--- src/rtl/gpu_bg_block_mover.sv ---
// Background-block mover: saves the dirty halfwords of an exported 16-pixel block
// to VRAM, then reloads the next block and hands it back with a one-cycle strobe.
module gpu_bg_block_mover (
    input  logic         clk,
    input  logic         i_nrst,
    input  logic [1:0]   i_saveBGBlock,
    input  logic [14:0]  i_saveAdr,
    input  logic [14:0]  i_loadAdr,
    input  logic [255:0] i_exportedBGBlock,
    input  logic [15:0]  i_exportedMSKBGBlock,
    output logic         o_busy,
    output logic         o_importBGBlockSingleClock,
    output logic [255:0] o_importedBGBlock,
    output logic         o_errOverrun,
    output logic         o_memReq,
    output logic         o_memWrite,
    output logic [17:0]  o_memAdr,
    output logic [31:0]  o_memWdata,
    output logic [3:0]   o_memBE,
    input  logic         i_memAck,
    input  logic         i_memRdValid,
    input  logic [31:0]  i_memRdata
);
    typedef enum logic [2:0] {ST_IDLE, ST_SAVE, ST_LOAD_REQ, ST_LOAD_WAIT, ST_IMPORT} state_t;

    state_t         state, state_next;
    logic [1:0]     prev_code, code;
    logic [14:0]    save_adr, load_adr;
    logic [255:0]   blk;
    logic [15:0]    rem_mask;
    logic [2:0]     rd_idx, beat;
    logic           trigger;
    logic           ld_wr, ld_rd, rd_first, drop_req, beat_en;
    logic [15:0]    wr_mask;
    logic [255:0]   wr_data;
    logic [14:0]    wr_adr, rd_adr;
    logic [2:0]     pick, rd_next;
    logic           pick_any;
    logic [1:0]     pair;

    // Reset gates the trigger so every output reads 0 while i_nrst is low.
    assign trigger = i_nrst & (i_saveBGBlock != 2'b00) & (prev_code == 2'b00);
    assign o_busy = trigger | (state != ST_IDLE);
    assign o_errOverrun = trigger & (state != ST_IDLE);
    assign o_importBGBlockSingleClock = (state == ST_IMPORT);
    assign beat_en = i_memRdValid & ((state == ST_LOAD_REQ) | (state == ST_LOAD_WAIT));

    // In IDLE the first request is built straight from the inputs so it goes out at T+1.
    assign wr_mask = (state == ST_IDLE) ? i_exportedMSKBGBlock : rem_mask;
    assign wr_data = (state == ST_IDLE) ? i_exportedBGBlock : blk;
    assign wr_adr  = (state == ST_IDLE) ? i_saveAdr : save_adr;
    assign rd_adr  = (state == ST_IDLE) ? i_loadAdr : load_adr;
    assign rd_next = rd_first ? 3'd0 : rd_idx + 3'd1;
    assign pair    = wr_mask[{pick, 1'b0} +: 2];

    always_comb begin
        pick = 3'd0;
        pick_any = 1'b0;
        for (int k = 7; k >= 0; k--) begin
            if (wr_mask[2*k +: 2] != 2'b00) begin
                pick = 3'(k);
                pick_any = 1'b1;
            end
        end
    end

    always_ff @(posedge clk or negedge i_nrst) begin
        if (!i_nrst) state <= ST_IDLE;
        else         state <= state_next;
    end

    always_comb begin
        state_next = state;
        ld_wr      = 1'b0;
        ld_rd      = 1'b0;
        rd_first   = 1'b0;
        drop_req   = 1'b0;
        case (state)
            ST_IDLE: if (trigger) begin
                if (i_saveBGBlock != 2'b01 && pick_any) begin
                    ld_wr = 1'b1;
                    state_next = ST_SAVE;
                end else if (i_saveBGBlock != 2'b11) begin
                    ld_rd = 1'b1;
                    rd_first = 1'b1;
                    state_next = ST_LOAD_REQ;
                end
            end
            ST_SAVE: if (i_memAck) begin
                if (pick_any) begin
                    ld_wr = 1'b1;
                end else if (code == 2'b10) begin
                    ld_rd = 1'b1;
                    rd_first = 1'b1;
                    state_next = ST_LOAD_REQ;
                end else begin
                    drop_req = 1'b1;
                    state_next = ST_IDLE;
                end
            end
            ST_LOAD_REQ: begin
                if (i_memAck) begin
                    if (rd_idx == 3'd7) begin
                        drop_req = 1'b1;
                        state_next = ST_LOAD_WAIT;
                    end else begin
                        ld_rd = 1'b1;
                    end
                end
                if (beat_en && beat == 3'd7) state_next = ST_IMPORT;
            end
            ST_LOAD_WAIT: if (beat_en && beat == 3'd7) state_next = ST_IMPORT;
            ST_IMPORT: state_next = ST_IDLE;
            default: state_next = ST_IDLE;
        endcase
    end

    always_ff @(posedge clk or negedge i_nrst) begin
        if (!i_nrst) begin
            prev_code         <= 2'b00;
            code              <= 2'b00;
            save_adr          <= '0;
            load_adr          <= '0;
            blk               <= '0;
            rem_mask          <= '0;
            rd_idx            <= '0;
            beat              <= '0;
            o_importedBGBlock <= '0;
            o_memReq          <= 1'b0;
            o_memWrite        <= 1'b0;
            o_memAdr          <= '0;
            o_memWdata        <= '0;
            o_memBE           <= '0;
        end else begin
            prev_code <= i_saveBGBlock;
            if (state == ST_IDLE && trigger) begin
                code     <= i_saveBGBlock;
                save_adr <= i_saveAdr;
                load_adr <= i_loadAdr;
                blk      <= i_exportedBGBlock;
            end
            if (ld_wr) begin
                rem_mask   <= wr_mask & ~(16'h0003 << {pick, 1'b0});
                o_memReq   <= 1'b1;
                o_memWrite <= 1'b1;
                o_memAdr   <= {wr_adr, pick};
                o_memWdata <= wr_data[{pick, 5'b0} +: 32];
                o_memBE    <= {pair[1], pair[1], pair[0], pair[0]};
            end else if (ld_rd) begin
                rd_idx     <= rd_next;
                o_memReq   <= 1'b1;
                o_memWrite <= 1'b0;
                o_memAdr   <= {rd_adr, rd_next};
                o_memWdata <= '0;
                o_memBE    <= '0;
            end else if (drop_req) begin
                o_memReq   <= 1'b0;
                o_memWrite <= 1'b0;
            end
            if (ld_rd && rd_first) beat <= 3'd0;
            if (beat_en) begin
                o_importedBGBlock[{beat, 5'b0} +: 32] <= i_memRdata;
                beat <= beat + 3'd1;
            end
        end
    end
endmodule

--- config.mk ---
export PLATFORM = sky130hd
export DESIGN_NAME = gpu_bg_block_mover
export DESIGN_NICKNAME = d
export VERILOG_FILES = /design/src/rtl/gpu_bg_block_mover.sv
export SDC_FILE = /design/constraint.sdc
export NUM_CORES = 1
export LEC_CHECK = 0
export BUFFER_PORTS_ARGS = -buffer_cell sky130_fd_sc_hd__buf_2
export CORE_MARGIN = 1.5
export CORE_UTILIZATION = 45
export DETAILED_ROUTE_END_ITERATION = 6
export PLACE_DENSITY = 0.68
export SYNTH_ARGS = -nofsm -noshare
export SYNTH_HDL_FRONTEND = slang
export SYNTH_SLANG_ARGS = --single-unit
--- constraint.sdc ---
create_clock -name clk -period 3.8 [get_ports clk]
set_input_delay 0.19 -clock clk [delete_from_list [all_inputs] [get_ports clk]]
set_output_delay 0.19 -clock clk [all_outputs]
set_load 0.1 [all_outputs]
== Word level (Yosys, flattened, before mapping) ==
Cells that the tools add are included.

* Bits in registers: 627
* Input bits: 340
* Output and inout bits: 315

* Add/sub/neg operators: 3
* Equal/unequal tests: 16
* Shift-type cells: 5
* Multiplexer cells: 67
* Bitwise logic cells: 9
* Reductions and logical operators: 21

{| class="wikitable"
|+ Operators with widths
! operator !! number
|-
| $bwmux 256 || 1
|-
| $mux 256 || 1
|-
| $shift 32x10->256 const A || 1
|-
| $shiftx 256x9->32 || 1
|-
| $shiftx 32x10->256 || 1
|-
| $mux 32 || 2
|-
| $mux 3 || 20
|-
| $mux 18 || 2
|-
| $mux 1 || 30
|-
| $mux 15 || 2
|-
| $reduce_bool 2->1 || 11
|-
| $and 16x16->16 || 1
|-
| $mux 16 || 1
|-
| $not 16->16 || 1
|-
| $shiftx 16x5->2 || 1
|-
| $shl 2x4->16 const A || 1
|-
| $pmux 3 s4 || 1
|-
| $neg 8->10 || 1
|-
| $eq 3x3->1 const B || 3
|-
| $mux 4 || 2
|-
| $ne 2x2->1 const B || 4
|-
| $reduce_and 7->1 || 1
|-
| $add 3x1->3 const B || 2
|-
| $eq 3x2->1 const B || 2
|-
| 17 further kinds || 28
|}

== Depth between registers and ports, before layout ==
Gate-level depths: netlist of the first run.

* Depth after elaboration: 18
* Mapped depth: 14

== Worst setup path after synthesis of the first run ==
OpenSTA, ideal clock, no wires.

* Path type: flip-flop to output port
* Start point: register state[0]
* End point: output port o_importBGBlockSingleClock
* Data arrival time: 2.984 ns
* Data required time: 3.610 ns
* Path slack: 0.626 ns
* Cell stages (with the launch flop): 4
* Path buffers: 2
* Cells stage by stage: dfrtp_1 -> buf_2 -> buf_1 -> nor3b_1

* Longest elaborated chain between the ends: 1

{| class="wikitable"
|+ RTL lines
! element !! line !! source
|-
| start, declared || 26 || <nowiki>state_t state, state_next;</nowiki>
|-
| start signal, assigned || 69 || <nowiki>else state <= state_next;</nowiki>
|-
| $eq 3x3->1 || 45 || <nowiki>assign o_importBGBlockSingleClock = (state == ST_IMPORT);</nowiki>
|-
| end, declared || 12 || <nowiki>output logic o_importBGBlockSingleClock,</nowiki>
|}

No other way between the ends.

== Worst setup path in the final report of the first run ==
* Start point: register state[1]
* End point: register o_memWdata[14]

* Longest elaborated chain between the ends: 16
* Elaborated cells between the ends (all ways): 43
* Those cells by class: eq/ne: 2; shift: 1; mux: 29; reduce/logical: 11

{| class="wikitable"
|+ RTL lines
! element !! line !! source
|-
| parallel branches: the longest is 16 deep, another holds $shiftx 256x9->32 || n/a ||
|-
| end signal, assigned || 147 || <nowiki>o_memWdata <= wr_data[{pick, 5'b0} +: 32];</nowiki>
|-
| end, declared || 18 || <nowiki>output logic [31:0] o_memWdata,</nowiki>
|}

Several ways; the timed one is not identified.
A chain may end at the register's enable or synchronous reset.

==> results of run 1 <==
-- cells in the final DEF (no fill, tap or decap), drive strengths merged, types with 11 or more instances in the layout --
cell,count
inv,11
buf,719
a311oi,12
a22o,13
a221o,18
mux2,209
a22oi,23
clkinv,15
dlygate4sd3,337
a31oi,15
nand2,1178
dfrtp,625
clkbuf,97
o211ai,20
mux4,82
o21ai,73
nor3,24
a21oi,68
o22ai,18
mux2i,20
diode,23
nor2,59
nand3,67
-- final cells by class --
cell class                 instances  area (sq um)
fill                            4983         24290
inverter                           8         30.03
antenna                           23         57.56
sequential                       625         15640
clock inverter                    26         432.9
multi-input combinational       2026         12340
tap                              846          1059
clock buffer                      97          1942
timing repair buffer            1056          7295
-- worst max path at each step --
stage	from	to	slack, ns	cells after the start
floorplan	state[0]	o_importBGBlockSingleClock	0.63	3
global placement	state[1]	o_memWdata[14]	0.36	9
detailed placement	state[1]	o_memWdata[14]	0.25	9
CTS	state[1]	o_memWdata[14]	0.23	9
global route	state[1]	o_memWdata[28]	0.07	9
finish	state[1]	o_memWdata[14]	0.24	9
-- sequential cells by signal, summed over array words and instances (netlist names) --
name / flops
state: 3
o_importedBGBlock: 256
blk: 256
save_adr: 15
rd_idx: 3
prev_code: 2
beat: 3
o_memReq: 1
load_adr: 15
o_memAdr: 18
rem_mask: 16
o_memBE: 2
code: 2
o_memWrite: 1
o_memWdata: 32
-- through the flow --
stage               cells  instance area, sq um  setup slack [ns]  total power, W
CTS                  4684                 38730            0.2301         0.04121
floorplan            2849                 28730            0.6262         0.02832
finish               4707                 38790            0.2353         0.04141
global placement     4224                 32980            0.3572         0.03351
global route         4702                 38780           0.07136         0.04307
detailed placement   4224                 32980            0.2508         0.03377
-- logic make-up after synthesis --
kind of cell	after synthesis	share of synthesized area, %
mux	311	15.32
compound gates	317	7.557
flops	625	54.44
buf+inv	198	2.922
simple gates	1392	19.50
fa+ha+maj	6	0.2613
-- tightest hold or removal path, delay by kind of cell --
kind,cells,cell delay (ns)
simple gates,1,0.07
compound gates,3,0.45
buf+inv,1,0.15
-- metal layers --
layer	part of all wire [%]	vias up	global-route usage, %
met5	0.15	-	0
met4	4.8	24	14.22
met3	9.8	348	9.804
met2	46	1446	50.02
met1	39	12950	40.99
li1	-	11580	-
-- where the power goes --
part	switching (W)	internal [W]
clock	0.00292	0.00411
sequential	0.00158	0.00941
combinational	0.0175	0.00592
-- repair_timing --
item | CTS | global route
hold endpoints to repair | 687 | 0
gates resized for setup | 0 | 1
hold buffers | 337 | 0
setup endpoints to repair | 0 | 6
==> metrics.yaml, run 1 <==
clock-sinks: 625
drv_cap: 0
synth_edf_count: 0
drive_gt1_share_pct: 29.86
finalCritPeriodShare_pct: 93.81
drt-vias-per-instance: 5.598
path_class: "flip-flop to flip-flop"
syn_inst: 2849
ys.flop_type: "dfrtp_1"
relSlewSlack_pct: 10.94
track_usage_pct: 31.97
postCtsSetupBuffers: 0
die_area_sq_um: 65360
powerDensity_nw_per_um2: 1068
p_leak_nw: 19.76
design.core.area_sq_um: 63080
ctsRootBufferMaster: "clkbuf_16"
critPathSlowestCell: "nor2_1"
cp_common_cell: "nand2_1"
clk_latency_ns: 0.62
cts_buffers: 69
async_flop_share_pct: 100.0
crit_chain: "or3_4 > buf_4 > nand2_1 > nand2_1 > a21oi_2 > nor2_4 > nor2_1 > a22oi_1 > nand3_1"
yosysWarnings: 0
hp-class: "primary input to flip-flop"
hold_slack_ns: 0.2775
crit_arrival_ns: 4.11
synth_area_per_cell_sq_um: 10.08
grt_pass1_wl_um: 162000
slew_viol_final: 0
grt_max_degree: 214
utilization_pct: 61.50
cp_max_fo: 15
num_vias: 26350
setup_tns_ns: 0
r2r_start: "state[1]"
crit_path_start_kind: "flip-flop"
ir_drop_mv: 1.155
required_ns: 4.34
status: "completed"
syn_area_sq_um: 28730
firstDrtPassIters: 5
antenna_found_initial: 33
cp-end-kind: "flip-flop"
ys_types: 76
tightestPinTransition_ns: 1.331
clockBufferDepth: 3
min_from: "i_exportedMSKBGBlock[1]"
critPathBufInv: 1
wl_per_cell_um: 22.54
overflow: 0
clkSlewWorstSetupHoldPaths_ns: 0.06
reg2reg_depth: 9
initial_utilization_pct: 45.54
synth.area.top_cells: "dfrtp_1 (54%), nand2_1 (15%), mux2_2 (8.1%), mux4_2 (6.4%), clkbuf_1 (1.6%)"
port-buffer-count: 654
grt_pass1_vias: 26420
num_rows: 92
reg2reg_slack_ns: 0.24
fmax_mhz: 280.5
crit_family: "simple AND/OR/NAND/NOR gates"
finalSetupViolCount: 0
nNetsFinal: 4132
synth_common_cells: "nand2_1 (1177), dfrtp_1 (625), mux2_2 (207), clkbuf_1 (119), mux4_2 (82)"
dp_hpwl_um: 70620
period_needed_ns: 3.565
yosys_register_bits: 625
max_stage_delay_ns: 1.02
htreeDepth: 3
hold_viol_final: 0
die_x_um: 255.7
rsz0062_at_grt: "false"
wl_um: 106100
yosys.area.top_type_share_pct: 54.44
worstHoldPathCells: 5
die_h_um: 255.7
synthMostInstantiatedCell: "nand2_1"
ios: 655
drc_errors: 0
antenna_left: 0
area_delta_synth_final_pct: 35.03
ys_seq_area_share_pct: 54.44
hold_path_end: "o_memBE[1]"
first_iter_violations: 2842
yosys.area.top_type: "dfrtp_1"
cts_tree: "built"
r2r_end: "o_memWdata[14]"
gp_congestion: 0.9090
finClkSkew_ns: 0.02631
syn_nets: 3195
No activity file was read; power rests on OpenSTA's default activity.
==> inputs of run 2 (changes only) <==
RECOVER_POWER = 100   (was default)
==> metrics.yaml, run 2 (synthesized netlist as in run 1, its figures left out) <==
wl_met3_um: 10250  # -1.7%
area_delta_synth_final_pct: 33.21
first_iter_violations: 2801  # -1.4%
pwr-share-seq_pct: 26.9  # +0.4 points
dp_hpwl_um: 70620  # unchanged
tightestPinTransition_ns: 2.228  # +0.8968 ns
rsz0062_at_grt: "false"
status: "finished, violations left"
crit_arrival_ns: 4.04  # -0.07 ns
clockBufferDepth: 3  # unchanged
cp-end-kind: "flip-flop"
violations: "max-capacitance violations, max-slew violations"
ir_drop_mv: 1.142  # -1.2%
highest_layer: "met5"
utilization_pct: 60.66  # -0.83 points
required_ns: 4.30  # -0.04 ns
slew_viol_final: 429  # +429
intPower_w: 0.01901  # -2.2%
num_rows: 92  # unchanged
finalSetupViolCount: 0  # unchanged
hold_viol_final: 0  # unchanged
crit_chain: "inv_1 > ha_1 > ha_1 > nor3b_1 > clkbuf_1 > and3b_1 > clkbuf_2 > mux2_2"
clkSlewWorstSetupHoldPaths_ns: 0.06  # about the same
grt_pass1_wl_um: 162000  # unchanged
htreeDepth: 3  # unchanged
max_stage_delay_ns: 0.73  # -0.29 ns
die_h_um: 255.7  # unchanged
design.core.area_sq_um: 63080  # unchanged
reg_top3: "blk: 256 flops, o_importedBGBlock: 256 flops, o_memWdata: 32 flops"
wl_um: 105700  # -0.34%
gp_congestion: 0.9090  # unchanged
ctsRootBufferMaster: "clkbuf_16"
port-buffer-count: 654  # unchanged
cts_buffers: 69  # unchanged
swShare_pct: 53.60  # +0.53 points
power_w: 0.04096  # -1.1%
powerDensity_nw_per_um2: 1070  # +0.27%
final_cells: 4706  # -0.021%
wl_per_cell_um: 22.47  # -0.32%
die_x_um: 255.7  # unchanged
combPwrFrac_pct: 56.0  # -0.5 points
p_leak_nw: 18.50  # -6.4%
pwr-share-clk_pct: 17.2  # +0.2 points
grt_pass1_vias: 26420  # unchanged
critPathSlowestCell: "and3b_1"
design_area_sq_um: 38270  # -1.4%
dp.cells: 4224  # unchanged
antenna_left: 0  # unchanged
period_needed_ns: 3.541  # -0.02362 ns
clock-sinks: 625  # unchanged
switchingPower_w: 0.02196  # about the same
setup_tns_ns: 0  # unchanged
nNetsFinal: 4132  # unchanged
fmax_mhz: 282.4  # +0.67%
hp-class: "primary input to flip-flop"
cts_tree: "built"
finalCritPeriodShare_pct: 93.19  # -0.62 points
grt_max_degree: 214  # unchanged
die_area_sq_um: 65360  # unchanged
clk_latency_ns: 0.62  # about the same
placed_cell_area_sq_um: 32980  # unchanged
initial_utilization_pct: 45.54  # unchanged
track_usage_pct: 31.97  # unchanged
overflow: 0  # unchanged
num_vias: 26330  # -0.068%
wl_met1_um: 41250  # -0.67%
drt-vias-per-instance: 5.596  # about the same
cp_max_fo: 19  # +4
drive_gt1_share_pct: 21.39  # -8.5 points
relSlewSlack_pct: -48.52  # -59 points
drv_cap: 3  # +3
mostFrequentLayoutCells: "nand2_1 (1177), dfrtp_1 (625), clkbuf_1 (337), dlygate4sd3_1 (337), buf_2 (336)"
layout_commonest_cell: "nand2_1"
cp_common_cell: "ha_1"
crit_path_start_kind: "flip-flop"
fill_cells: 5180  # +4.0%
antenna_found_initial: 33  # unchanged
finClkSkew_ns: 0.02916  # +0.002851 ns
path_class: "flip-flop to flip-flop"
drc_errors: 0  # unchanged
ios: 655  # unchanged
firstDrtPassIters: 6  # +1
dr_wl_met2_um: 48570  # -0.57%
[run 2: final cells by class]
| type | instances | area (sq um) | share of cell area, % |
|---|---|---|---|
| antenna | 22 | 55.05 | 0.1439 |
| clock buffer | 97 | 1942 | 5.075 |
| clock inverter | 26 | 432.9 | 1.131 |
| tap | 846 | 1059 | 2.766 |
| inverter | 8 | 30.03 | 0.07847 |
| multi-input combinational | 2026 | 12310 | 32.18 |
| timing repair buffer | 1056 | 6795 | 17.76 |
| sequential | 625 | 15640 | 40.87 |
[run 2: repair_timing]
item                                   4_1_cts  5_1_grt
setup buffers                                0        0
setup endpoints to repair                    0        6
gates resized for setup                      0        1
endpoints found under the hold margin      687        0
hold buffers                               337        0
[run 2: path summary, 6_finish.rpt]
kind	from	end	slack [ns]	cells past startpoint
setup / recovery	beat[0]	o_importedBGBlock[137]	0.26	8
setup reg to reg	beat[0]	o_importedBGBlock[137]	0.26	8
max in group asynchronous	i_nrst	blk[43]	0.49	5
hold reg to reg	blk[121]	blk[121]	0.47	2
hold / removal	i_exportedMSKBGBlock[1]	o_memBE[1]	0.27	5
min in group asynchronous	i_nrst	blk[27]	0.65	3
[run 2: per-stage QoR]
stage	setup WS [ns]	hold slack (ns)
global route	0.04781	0.2722
finish	0.2589	0.2700
global placement	0.3572	0.3816
detailed placement	0.2508	0.3931
floorplan	0.6262	-0.1056
CTS	0.2301	0.2367
[run 2: critical path: cells and delay by family, from the launching register on]
kind | cells | cell delay [ns]
and+or+nand+nor | 2 | 0.92
muxes | 1 | 0.41
adders and majority gates | 2 | 0.54
DFF | 1 | 0.56
buffers and inverters | 3 | 0.99
[run 2: per-layer routing]
layer  GRT usage (%)  vias to the layer above
met5               0                        -
met4           14.22                       24
met1           40.99                    12910
li1                -                    11580
met2           50.02                     1445
met3           9.804                      370
[run 2: power by group through the flow]
stage	sequential [W]	clock [W]	combinational [W]
after floorplan	0.0201	0	0.00826
after global placement	0.0109	0	0.0226
after detailed placement	0.0109	0	0.0228
after CTS	0.0109	0.00713	0.0232
after global routing	0.0113	0.00737	0.0240
final	0.0110	0.00703	0.0229
